$ cat src/rtl/echo_pkg.sv
// -----------------------------------------------------------------------------
// echo_pkg
//   Widths and types shared by the random signal generator, the sample capture
//   block and the echo canceller. Keeping them here means all three blocks
//   agree on sample and counter widths.
//   Contents:
//     SAMPLE_W  - test-signal sample width
//     CNT_W     - width of the shared sampling_cycle_counter
//     sample_t  - one signal sample
//     cnt_t     - sampling-cycle counter value
//     sat_inc16 - 16-bit increment that sticks at 16'hFFFF
// -----------------------------------------------------------------------------
package echo_pkg;

  localparam int SAMPLE_W = 16;
  localparam int CNT_W    = 13;

  typedef logic [SAMPLE_W-1:0] sample_t;
  typedef logic [CNT_W-1:0]    cnt_t;

  function automatic logic [15:0] sat_inc16(input logic [15:0] value);
    return (value == 16'hFFFF) ? value : value + 16'd1;
  endfunction

endpackage : echo_pkg

$ cat src/rtl/signal_sample_capture_if.sv
// -----------------------------------------------------------------------------
// signal_sample_capture_if
//   Valid/ready drain interface of the sample capture FIFO.
//   Signals:
//     out_valid  - head sample available (FIFO not empty)
//     out_ready  - consumer accepts the head sample this clock
//     out_sample - head sample, meaningful only while out_valid=1
//   Modports:
//     master - the capture block (drives valid and sample)
//     slave  - the consumer (drives ready)
// -----------------------------------------------------------------------------
interface signal_sample_capture_if #(
  parameter int SAMPLE_W = echo_pkg::SAMPLE_W
);

  logic                out_valid;
  logic                out_ready;
  logic [SAMPLE_W-1:0] out_sample;

  modport master (
    output out_valid,
    output out_sample,
    input  out_ready
  );

  modport slave (
    input  out_valid,
    input  out_sample,
    output out_ready
  );

endinterface : signal_sample_capture_if

$ cat src/rtl/signal_sample_capture_fifo.sv
// -----------------------------------------------------------------------------
// sync_fifo
//   Single-clock FIFO used as the capture buffer. The caller guarantees that
//   push is never asserted while full without a simultaneous pop, and that pop
//   is never asserted while empty; occupancy is tracked as a level count, not
//   by comparing pointers.
//   Parameters:
//     WIDTH - data width
//     DEPTH - number of entries, power of 2, >= 2
//   Ports:
//     clk_operation - clock, all logic on the rising edge
//     rst           - synchronous reset, active-high; clears pointers and level
//     push          - write din at the tail
//     pop           - remove the head entry
//     din           - write data
//     dout          - head entry (mem[rd_ptr])
//     level         - number of stored entries, 0..DEPTH
// -----------------------------------------------------------------------------
module sync_fifo #(
  parameter int WIDTH = 16,
  parameter int DEPTH = 16
) (
  input  logic                     clk_operation,
  input  logic                     rst,
  input  logic                     push,
  input  logic                     pop,
  input  logic [WIDTH-1:0]         din,
  output logic [WIDTH-1:0]         dout,
  output logic [$clog2(DEPTH):0]   level
);

  localparam int PTR_W = $clog2(DEPTH);
  localparam int LVL_W = PTR_W + 1;

  logic [WIDTH-1:0] mem_q [DEPTH];
  logic [PTR_W-1:0] wr_ptr_q, wr_ptr_d;
  logic [PTR_W-1:0] rd_ptr_q, rd_ptr_d;
  logic [LVL_W-1:0] level_q,  level_d;

  // Pointers are exactly PTR_W bits, so they wrap modulo DEPTH by themselves.
  always_comb begin
    // NOTE: every always_comb output gets a default first so no path leaves it unassigned (no latch).
    wr_ptr_d = wr_ptr_q;
    rd_ptr_d = rd_ptr_q;
    level_d  = level_q;
    if (push) wr_ptr_d = wr_ptr_q + PTR_W'(1);
    if (pop)  rd_ptr_d = rd_ptr_q + PTR_W'(1);
    level_d = level_q + LVL_W'(push) - LVL_W'(pop);
  end

  always_ff @(posedge clk_operation) begin
    // NOTE: sequential state uses non-blocking assignments so every register samples pre-edge values.
    if (rst) begin
      wr_ptr_q <= '0;
      rd_ptr_q <= '0;
      level_q  <= '0;
    end else begin
      wr_ptr_q <= wr_ptr_d;
      rd_ptr_q <= rd_ptr_d;
      level_q  <= level_d;
    end
  end

  // NOTE: storage has no reset; stale entries are unreachable once pointers and level are cleared.
  always_ff @(posedge clk_operation) begin
    if (!rst && push) mem_q[wr_ptr_q] <= din;
  end

  assign dout  = mem_q[rd_ptr_q];
  assign level = level_q;

endmodule : sync_fifo

$ cat src/rtl/signal_sample_capture.sv
// -----------------------------------------------------------------------------
// signal_sample_capture
//   Receive side of the random signal generator. Captures the test signal on
//   every clock where the shared sampling-cycle counter equals CAPTURE_PHASE,
//   buffers the samples in a FIFO and drains them over a valid/ready handshake.
//   Captures that find the FIFO full (and no pop in the same clock) are
//   dropped, flagged by a sticky overflow bit and counted in a saturating
//   16-bit drop counter.
//   Parameters:
//     SAMPLE_W      - sample width
//     CNT_W         - sampling-cycle counter width
//     CAPTURE_PHASE - counter value that triggers a capture; nonzero because the
//                     generator changes signal on the counter==0 edge
//     DEPTH         - FIFO depth, power of 2, >= 2
//   Ports:
//     clk_operation          - operation clock
//     rst                    - synchronous reset, active-high
//     sampling_cycle_counter - shared sampling-cycle counter
//     signal                 - generator output, held for one sampling cycle
//     out_if                 - valid/ready drain (master side)
//     fill_level             - samples currently stored, 0..DEPTH
//     overflow               - sticky, a capture was dropped since reset
//     drop_count             - dropped captures, saturating at 16'hFFFF
// -----------------------------------------------------------------------------
module signal_sample_capture #(
  parameter int SAMPLE_W      = echo_pkg::SAMPLE_W,
  parameter int CNT_W         = echo_pkg::CNT_W,
  parameter int CAPTURE_PHASE = 1,
  parameter int DEPTH         = 16
) (
  input  logic                        clk_operation,
  input  logic                        rst,
  input  logic [CNT_W-1:0]            sampling_cycle_counter,
  input  logic [SAMPLE_W-1:0]         signal,
  signal_sample_capture_if.master     out_if,
  output logic [$clog2(DEPTH):0]      fill_level,
  output logic                        overflow,
  output logic [15:0]                 drop_count
);

  localparam int LVL_W = $clog2(DEPTH) + 1;

  logic [LVL_W-1:0] level;
  logic             cap;
  logic             full;
  logic             empty;
  logic             pop;
  logic             push;
  logic             drop;

  logic             overflow_q,   overflow_d;
  logic [15:0]      drop_count_q, drop_count_d;

  // A counter lingering at CAPTURE_PHASE captures once per clock it lingers.
  assign cap   = (sampling_cycle_counter == CNT_W'(CAPTURE_PHASE));
  assign full  = (level == LVL_W'(DEPTH));
  assign empty = (level == '0);

  assign pop  = !empty && out_if.out_ready;
  // A pop in the same clock frees the slot a full FIFO needs for the capture.
  assign push = cap && (!full || pop);
  assign drop = cap && full && !pop;

  sync_fifo #(
    .WIDTH (SAMPLE_W),
    .DEPTH (DEPTH)
  ) u_fifo (
    .clk_operation (clk_operation),
    .rst           (rst),
    .push          (push),
    .pop           (pop),
    .din           (signal),
    .dout          (out_if.out_sample),
    .level         (level)
  );

  always_comb begin
    overflow_d   = overflow_q || drop;
    drop_count_d = drop ? echo_pkg::sat_inc16(drop_count_q) : drop_count_q;
  end

  always_ff @(posedge clk_operation) begin
    if (rst) begin
      overflow_q   <= 1'b0;
      drop_count_q <= '0;
    end else begin
      overflow_q   <= overflow_d;
      drop_count_q <= drop_count_d;
    end
  end

  assign out_if.out_valid = !empty;
  assign fill_level       = level;
  assign overflow         = overflow_q;
  assign drop_count       = drop_count_q;

endmodule : signal_sample_capture
$ cat src/flat_wrapper.sv
// flat-port wrapper written by rule: the top's interface ports become plain ports
module signal_sample_capture_flat 
#(
  parameter int SAMPLE_W      = echo_pkg::SAMPLE_W,
  parameter int CNT_W         = echo_pkg::CNT_W,
  parameter int CAPTURE_PHASE = 1,
  parameter int DEPTH         = 16
)
  (clk_operation, rst, sampling_cycle_counter, signal, fill_level, overflow, drop_count, out_if_out_valid, out_if_out_sample, out_if_out_ready);
  signal_sample_capture_if #(.SAMPLE_W(SAMPLE_W)) out_if_i ();
  input  logic clk_operation;
  input  logic rst;
  input  logic [CNT_W-1:0] sampling_cycle_counter;
  input  logic [SAMPLE_W-1:0] signal;
  output logic [$clog2(DEPTH):0] fill_level;
  output logic overflow;
  output logic [15:0] drop_count;
  output wire logic [$bits(out_if_i.out_valid)-1:0] out_if_out_valid;
  output wire logic [$bits(out_if_i.out_sample)-1:0] out_if_out_sample;
  input wire logic [$bits(out_if_i.out_ready)-1:0] out_if_out_ready;
  assign out_if_out_valid = out_if_i.out_valid;
  assign out_if_out_sample = out_if_i.out_sample;
  assign out_if_i.out_ready = out_if_out_ready;
  signal_sample_capture #(.SAMPLE_W(SAMPLE_W), .CNT_W(CNT_W), .CAPTURE_PHASE(CAPTURE_PHASE), .DEPTH(DEPTH)) u_core (.clk_operation(clk_operation), .rst(rst), .sampling_cycle_counter(sampling_cycle_counter), .signal(signal), .out_if(out_if_i), .fill_level(fill_level), .overflow(overflow), .drop_count(drop_count));
endmodule
$ cat config.mk
export PLATFORM = sky130hd
export DESIGN_NAME = signal_sample_capture_flat
export DESIGN_NICKNAME = d
export VERILOG_FILES = /design/src/rtl/echo_pkg.sv /design/src/rtl/signal_sample_capture_if.sv /design/src/rtl/signal_sample_capture_fifo.sv /design/src/rtl/signal_sample_capture.sv /design/src/flat_wrapper.sv
export SDC_FILE = /design/constraint.sdc
export NUM_CORES = 1
export LEC_CHECK = 0
export BUFFER_PORTS_ARGS = -buffer_cell sky130_fd_sc_hd__buf_2
export CORE_UTILIZATION = 40
export CTS_BUF_LIST = sky130_fd_sc_hd__clkbuf_2
export DETAILED_ROUTE_END_ITERATION = 8
export PLACE_DENSITY = 0.55
export SLEW_MARGIN = 10
export SYNTH_ARGS = -nofsm -noshare
export SYNTH_HDL_FRONTEND = slang
export SYNTH_HIERARCHICAL = 1
export SYNTH_SLANG_ARGS = --single-unit
$ cat constraint.sdc
create_clock -name clk_operation -period 4.2 [get_ports clk_operation]
set_input_delay 0.84 -clock clk_operation [delete_from_list [all_inputs] [get_ports clk_operation]]
set_output_delay 0.84 -clock clk_operation [all_outputs]
set_load 0.02 [all_outputs]
Word-level counts from Yosys, hierarchy flattened

Memory sizes are Yosys's and may differ from the RTL's. A register that Yosys moved wholly into a read port is not among the register bits.
Index checks and enable logic that the tools add are counted.

Add/subtract/negate cells: 5
$mul: 0
Divide/modulo/power cells: 0
Magnitude comparators: 0
Equality and inequality tests: 3
Shifts and indexed selects: 0
Muxes and demuxes: 4
Bitwise logic cells: 1
Reduce and logical (&&, ||, !) cells: 13

Operators with widths:

| cell                                            | number |
|---|---|
| adder 16 x 1 -> 16 bit (second input constant)  | 1 |
| == test 16 bit (second input constant)          | 1 |
| == test 13 x 1 -> 1 bit (second input constant) | 1 |
| adder 4 x 1 -> 4 bit (second input constant)    | 2 |
| two-way mux 4 bit                               | 2 |
| adder 5 x 1 -> 5 bit                            | 1 |
| == test 5 bit (second input constant)           | 1 |
| logical AND 1 bit                               | 5 |
| logical NOT 5 bit                               | 1 |
| subtractor 5 x 1 -> 5 bit                       | 1 |
| logical NOT 1 bit                               | 4 |
| logical OR 1 bit                                | 2 |
| two-way mux 1 bit                               | 2 |
| AND reduction 2 bit                             | 1 |
| NOT 1 bit                                       | 1 |

Bits in registers: 30
Bits in latches: 0
RAM bits: 256
Memory bits (read-only): 0
Input port bits: 32
Output and inout port bits: 39
Logic and storage cells: 32
Memories: 1

Memory list:

| memory              | words | width | read ports | clocked after memory_dff | wr ports | RTL line                         | source |
|---|---|---|---|---|---|---|---|
| u_core.u_fifo.mem_q | 16    | 16    | 1          | 1                        | 1        | signal_sample_capture_fifo.sv:35 | `logic [WIDTH-1:0] mem_q [DEPTH];` |

Logic depth before layout (Yosys ltp)

Depth after elaboration: 8
Gate-level depth with buffers: 11
Mapped depth without buffers: 11

Cells and area by module

The synthesis kept the hierarchy.

By module, submodules not included:

| module                | times used | cells an instance | area an instance (um2) | seq. area each (um2) |
|---|---|---|---|---|
| sync_fifo             | 1          | 486               | 10,490.1               | 8,027.7 |
| signal_sample_capture | 1          | 114               | 979.7                  | 340.3 |

Worst setup path before layout

Ideal clock, no wire load.

Path kind: input to register
Start: in sampling_cycle_counter[8]
End: mem u_core.u_fifo.mem_q[3][0], enable pin
Setup time: 0.374 ns
Arrival time: 2.794 ns
Data required time: 3.826 ns
Setup slack: 1.032 ns
Cell stages on the path: 7
Buffers on the path: 1
Cells stage by stage: nor4_1 nand4_1 buf_2 nor2b_1 nor2b_1 nor3b_1 and2_1

Longest elaborated chain between the ends: 5

RTL lines:

| what                                    | RTL line                         | source |
|---|---|---|
| start: declaration                      | flat_wrapper.sv:13               | `input logic [CNT_W-1:0] sampling_cycle_counter;` |
| == test 13 x 1 -> 1 bit                 | signal_sample_capture.sv:55      | `assign cap = (sampling_cycle_counter == CNT_W'(CAPTURE_PHASE));` |
| logical AND 1 bit                       | signal_sample_capture.sv:61      | `assign push = cap && (!full \|\| pop);` |
| net u_core.push                         | signal_sample_capture.sv:48      | `logic push;` |
| logical AND 1 bit                       | signal_sample_capture_fifo.sv:66 | `if (!rst && push) mem_q[wr_ptr_q] <= din;` |
| two-way mux 1 bit                       | signal_sample_capture_fifo.sv:66 |  |
| two-way mux 1 bit (implied by the code) | signal_sample_capture_fifo.sv:66 |  |
| end: declaration                        | signal_sample_capture_fifo.sv:35 |  |

The timed path passes the listed nets, and every way through them passes these cells.

==> results.txt <==
status - completed
Remaining Overflow, GRT - 0
Area Overhead vs Synth - 14.0%
RSZ-0062 raised after global routing - no
CP Cell Sequence - buf_4 > mux4_2 > a22oi_1 > nand2_1 > buf_2
CP Launch Type - register
clk_lat worst skew - 0.83 ns
HPWL Detailed - 14700 um
syn nets - 644
Post-Synthesis Cells - 600
max-slew violations - 0
leading area contributor after synthesis - edfxtp_1
Worst path depth - 5
All-Layer GR Usage - 17.8%
Critical Path End - out_if_out_sample[4]
Worst setup EP type - primary output
setup_tns - 0 ns
Die ar. - 0.0294 mm2
post-cts resize count - 0
Cell variety after synth - 46
final hold violations - 0
Die H - 171 um
cell area after synthesis - 0.0115 mm2
Via Count - 6216
fmax - 0.263 GHz
antenna violations before repair - 1
async set-or-reset flop fraction in the synthesized netlist - 0%
CTS Root Cell - clkbuf_2
Worst VDD drop - 324 uV
Synth area leaders - edfxtp_1, mux4_2, dfxtp_1, mux4_1, a22oi_1
Pre-antenna DRT Iters - 4
Largest stage delay, worst path - 0.62 ns
cts bufs inserted - 76
CP max FO - 20
vias per cell - 5.26
CP Data Arrival Time - 2.96 ns
drt wl/cell - 21.0 um
Ys Warns - 6
crit share post-route - 90.4%
Final Wtd Congestion - 0.778
final setup fails - 0
Inst Count DP - 1050
final non-filler cell total - 1182
Hold-fix buffers, CTS - 0
reg-to-reg critical path endpoint - u_core/u_fifo/level[4]
Main synth FF type - edfxtp_1
max_cap viols - 0
Core ar. - 0.0280 mm2
first-pass GRT wire length - 38000 um
vias in the first global route - 6685
postcts setup bufs - 0
clock sink count - 290
post-route ant nets - 0
H-Tree Depth - 3
Final Critical Period - 3.80 ns
DRC viols - 0
Total Wirelength - 24800 um
clk_skew - 0.0701 ns
flop2flop setup slack - 1.37 ns
number of synthesized flops with an enable pin - 256
CTS tree - yes
# rows - 61
delay-heaviest family, CP - flip-flops
Hold/Removal Path Class - in -> reg
CP required - 3.36 ns
Max-slew headroom - 29.6%
# fillers - 2457
Max clock buf depth - 3
I/O Buffers - 70
post-synthesis sequential area ratio - 73.0%
PD cells - 488 mW/mm2
Buf+Inv Stages, Crit Path - 2
Leak Pwr - 4.45 nW
Yosys top cell area share - 67.0%
critical setup path kind - reg -> out
Net count, final - 794
#FFs+latches synth - 290
largest net degree at the start of global routing - 34
DRT iter0 DRCs - 424
Slew @ Worst Pin - 1.06 ns
R2R cell count - 11
IO Pins - 71
Worst-path clk slew - 0.11 ns
initial core utilization - 40.9%
cell with the largest stage delay on the worst path - dfxtp_4
Die W - 171 um
syn_area_per_cell - 19.1 um2
share of cells above drive strength 1 - 35.3%
worst r2r src - u_core/u_fifo/level[1]
## layer usage
layer,track usage (%),wire (um),up-vias
met1,23.5,10800,3195
met2,29.0,12200,207
met4,7.18,449,0
met5,0,0,-
met3,3.68,1350,41
li1,-,-,2773
## cells in the mapped netlist, drive strengths merged, types with 3 or more instances
cell,count
edfxtp,256
nor2b,7
nand4,8
a21o,4
inv,11
nand3,6
mux4,64
dfxtp,34
nor4,10
buf,21
and3,3
mux2i,3
xor2,7
ha,11
and2,21
xnor2,12
nor2,30
nand2,25
a22oi,32
a21oi,7
clkbuf,5
## kinds of logic after synthesis
kind of cell             Yosys count  share of synthesized area (%)
AO/OA/AOI/OAI                     50                           3.16
adder cells (fa/ha/maj)           12                           1.37
multiplexers                      68                           13.3
AND/OR/NAND/NOR                  124                           6.08
buffers and inverters             37                           1.72
XOR/XNOR                          19                           1.45
flip-flops                       290                           73.0
## final cells by class
class	instances	area, um2	share of cell area [%]
repair buffers	98	623	4.77
flip-flops and latches	290	8370	64.1
inverters	11	41.3	0.316
well taps	378	473	3.62
diodes	5	12.5	0.0957
multi-input cells	273	2900	22.2
clock inverters	17	93.8	0.718
clock buffers	110	551	4.21
## stage by stage
stage	setup WS (ns)	area, um2	utilization (%)	hold slack [ns]	power [mW]
3_5_place_dp	0.685	12400	44.3	0.469	4.63
2_1_floorplan	1.03	11500	-	0.485	4.30
3_3_place_gp	0.711	12400	44.3	0.467	4.60
6_report	0.404	13100	46.7	0.372	6.38
5_1_grt	0.178	13100	46.7	0.300	6.73
4_1_cts	0.244	13100	46.6	0.254	6.50
## report_power, final
group / switching [mW] / total (mW) / internal [mW]
combinational: 0.611 / 1.26 / 0.645
sequential: 0.110 / 3.28 / 3.17
clock: 1.09 / 1.84 / 0.754
## how the worst min path moves through the flow
| stage | startpoint | to | slack, ns | cells past startpoint |
|---|---|---|---|---|
| after floorplan | u_core/u_fifo/rd_ptr_q[3] | register | 0.48 | 2 |
| after global placement | u_core/overflow | u_core/overflow | 0.47 | 2 |
| after detailed placement | u_core/overflow | u_core/overflow | 0.47 | 2 |
| after CTS | signal[5] | u_core/u_fifo/mem_q[8][5] | 0.25 | 1 |
| after global routing | signal[0] | u_core/u_fifo/mem_q[7][0] | 0.30 | 1 |
| final | signal[5] | u_core/u_fifo/mem_q[8][5] | 0.37 | 1 |
## flip-flops by register name (all words and copies together), names as in the netlist, named ones only
register	count
u_core/u_fifo/level	5
u_core/u_fifo/mem_q	256
u_core/u_fifo/wr_ptr_q	4
u_core/overflow	1
u_core/u_fifo/rd_ptr_q	4
u_core/drop_count	16
## layout by cell type, fill, tap and decap left out, drive strengths merged, types with 3 or more instances in the layout
cell,netlist,layout
nor4,10,10
and3,3,3
clkinv,0,12
a21o,4,4
nand3,6,6
xnor2,12,12
buf,21,98
a21oi,7,7
inv,11,15
and2,21,21
xor2,7,7
mux4,64,64
a22oi,32,32
diode,0,5
nand2,25,25
nand4,8,8
dfxtp,34,34
nor2b,7,7
clkbuf,5,110
mux2i,3,3
nor2,30,30
ha,11,11
edfxtp,256,256
(Power assumes the default switching activity.)
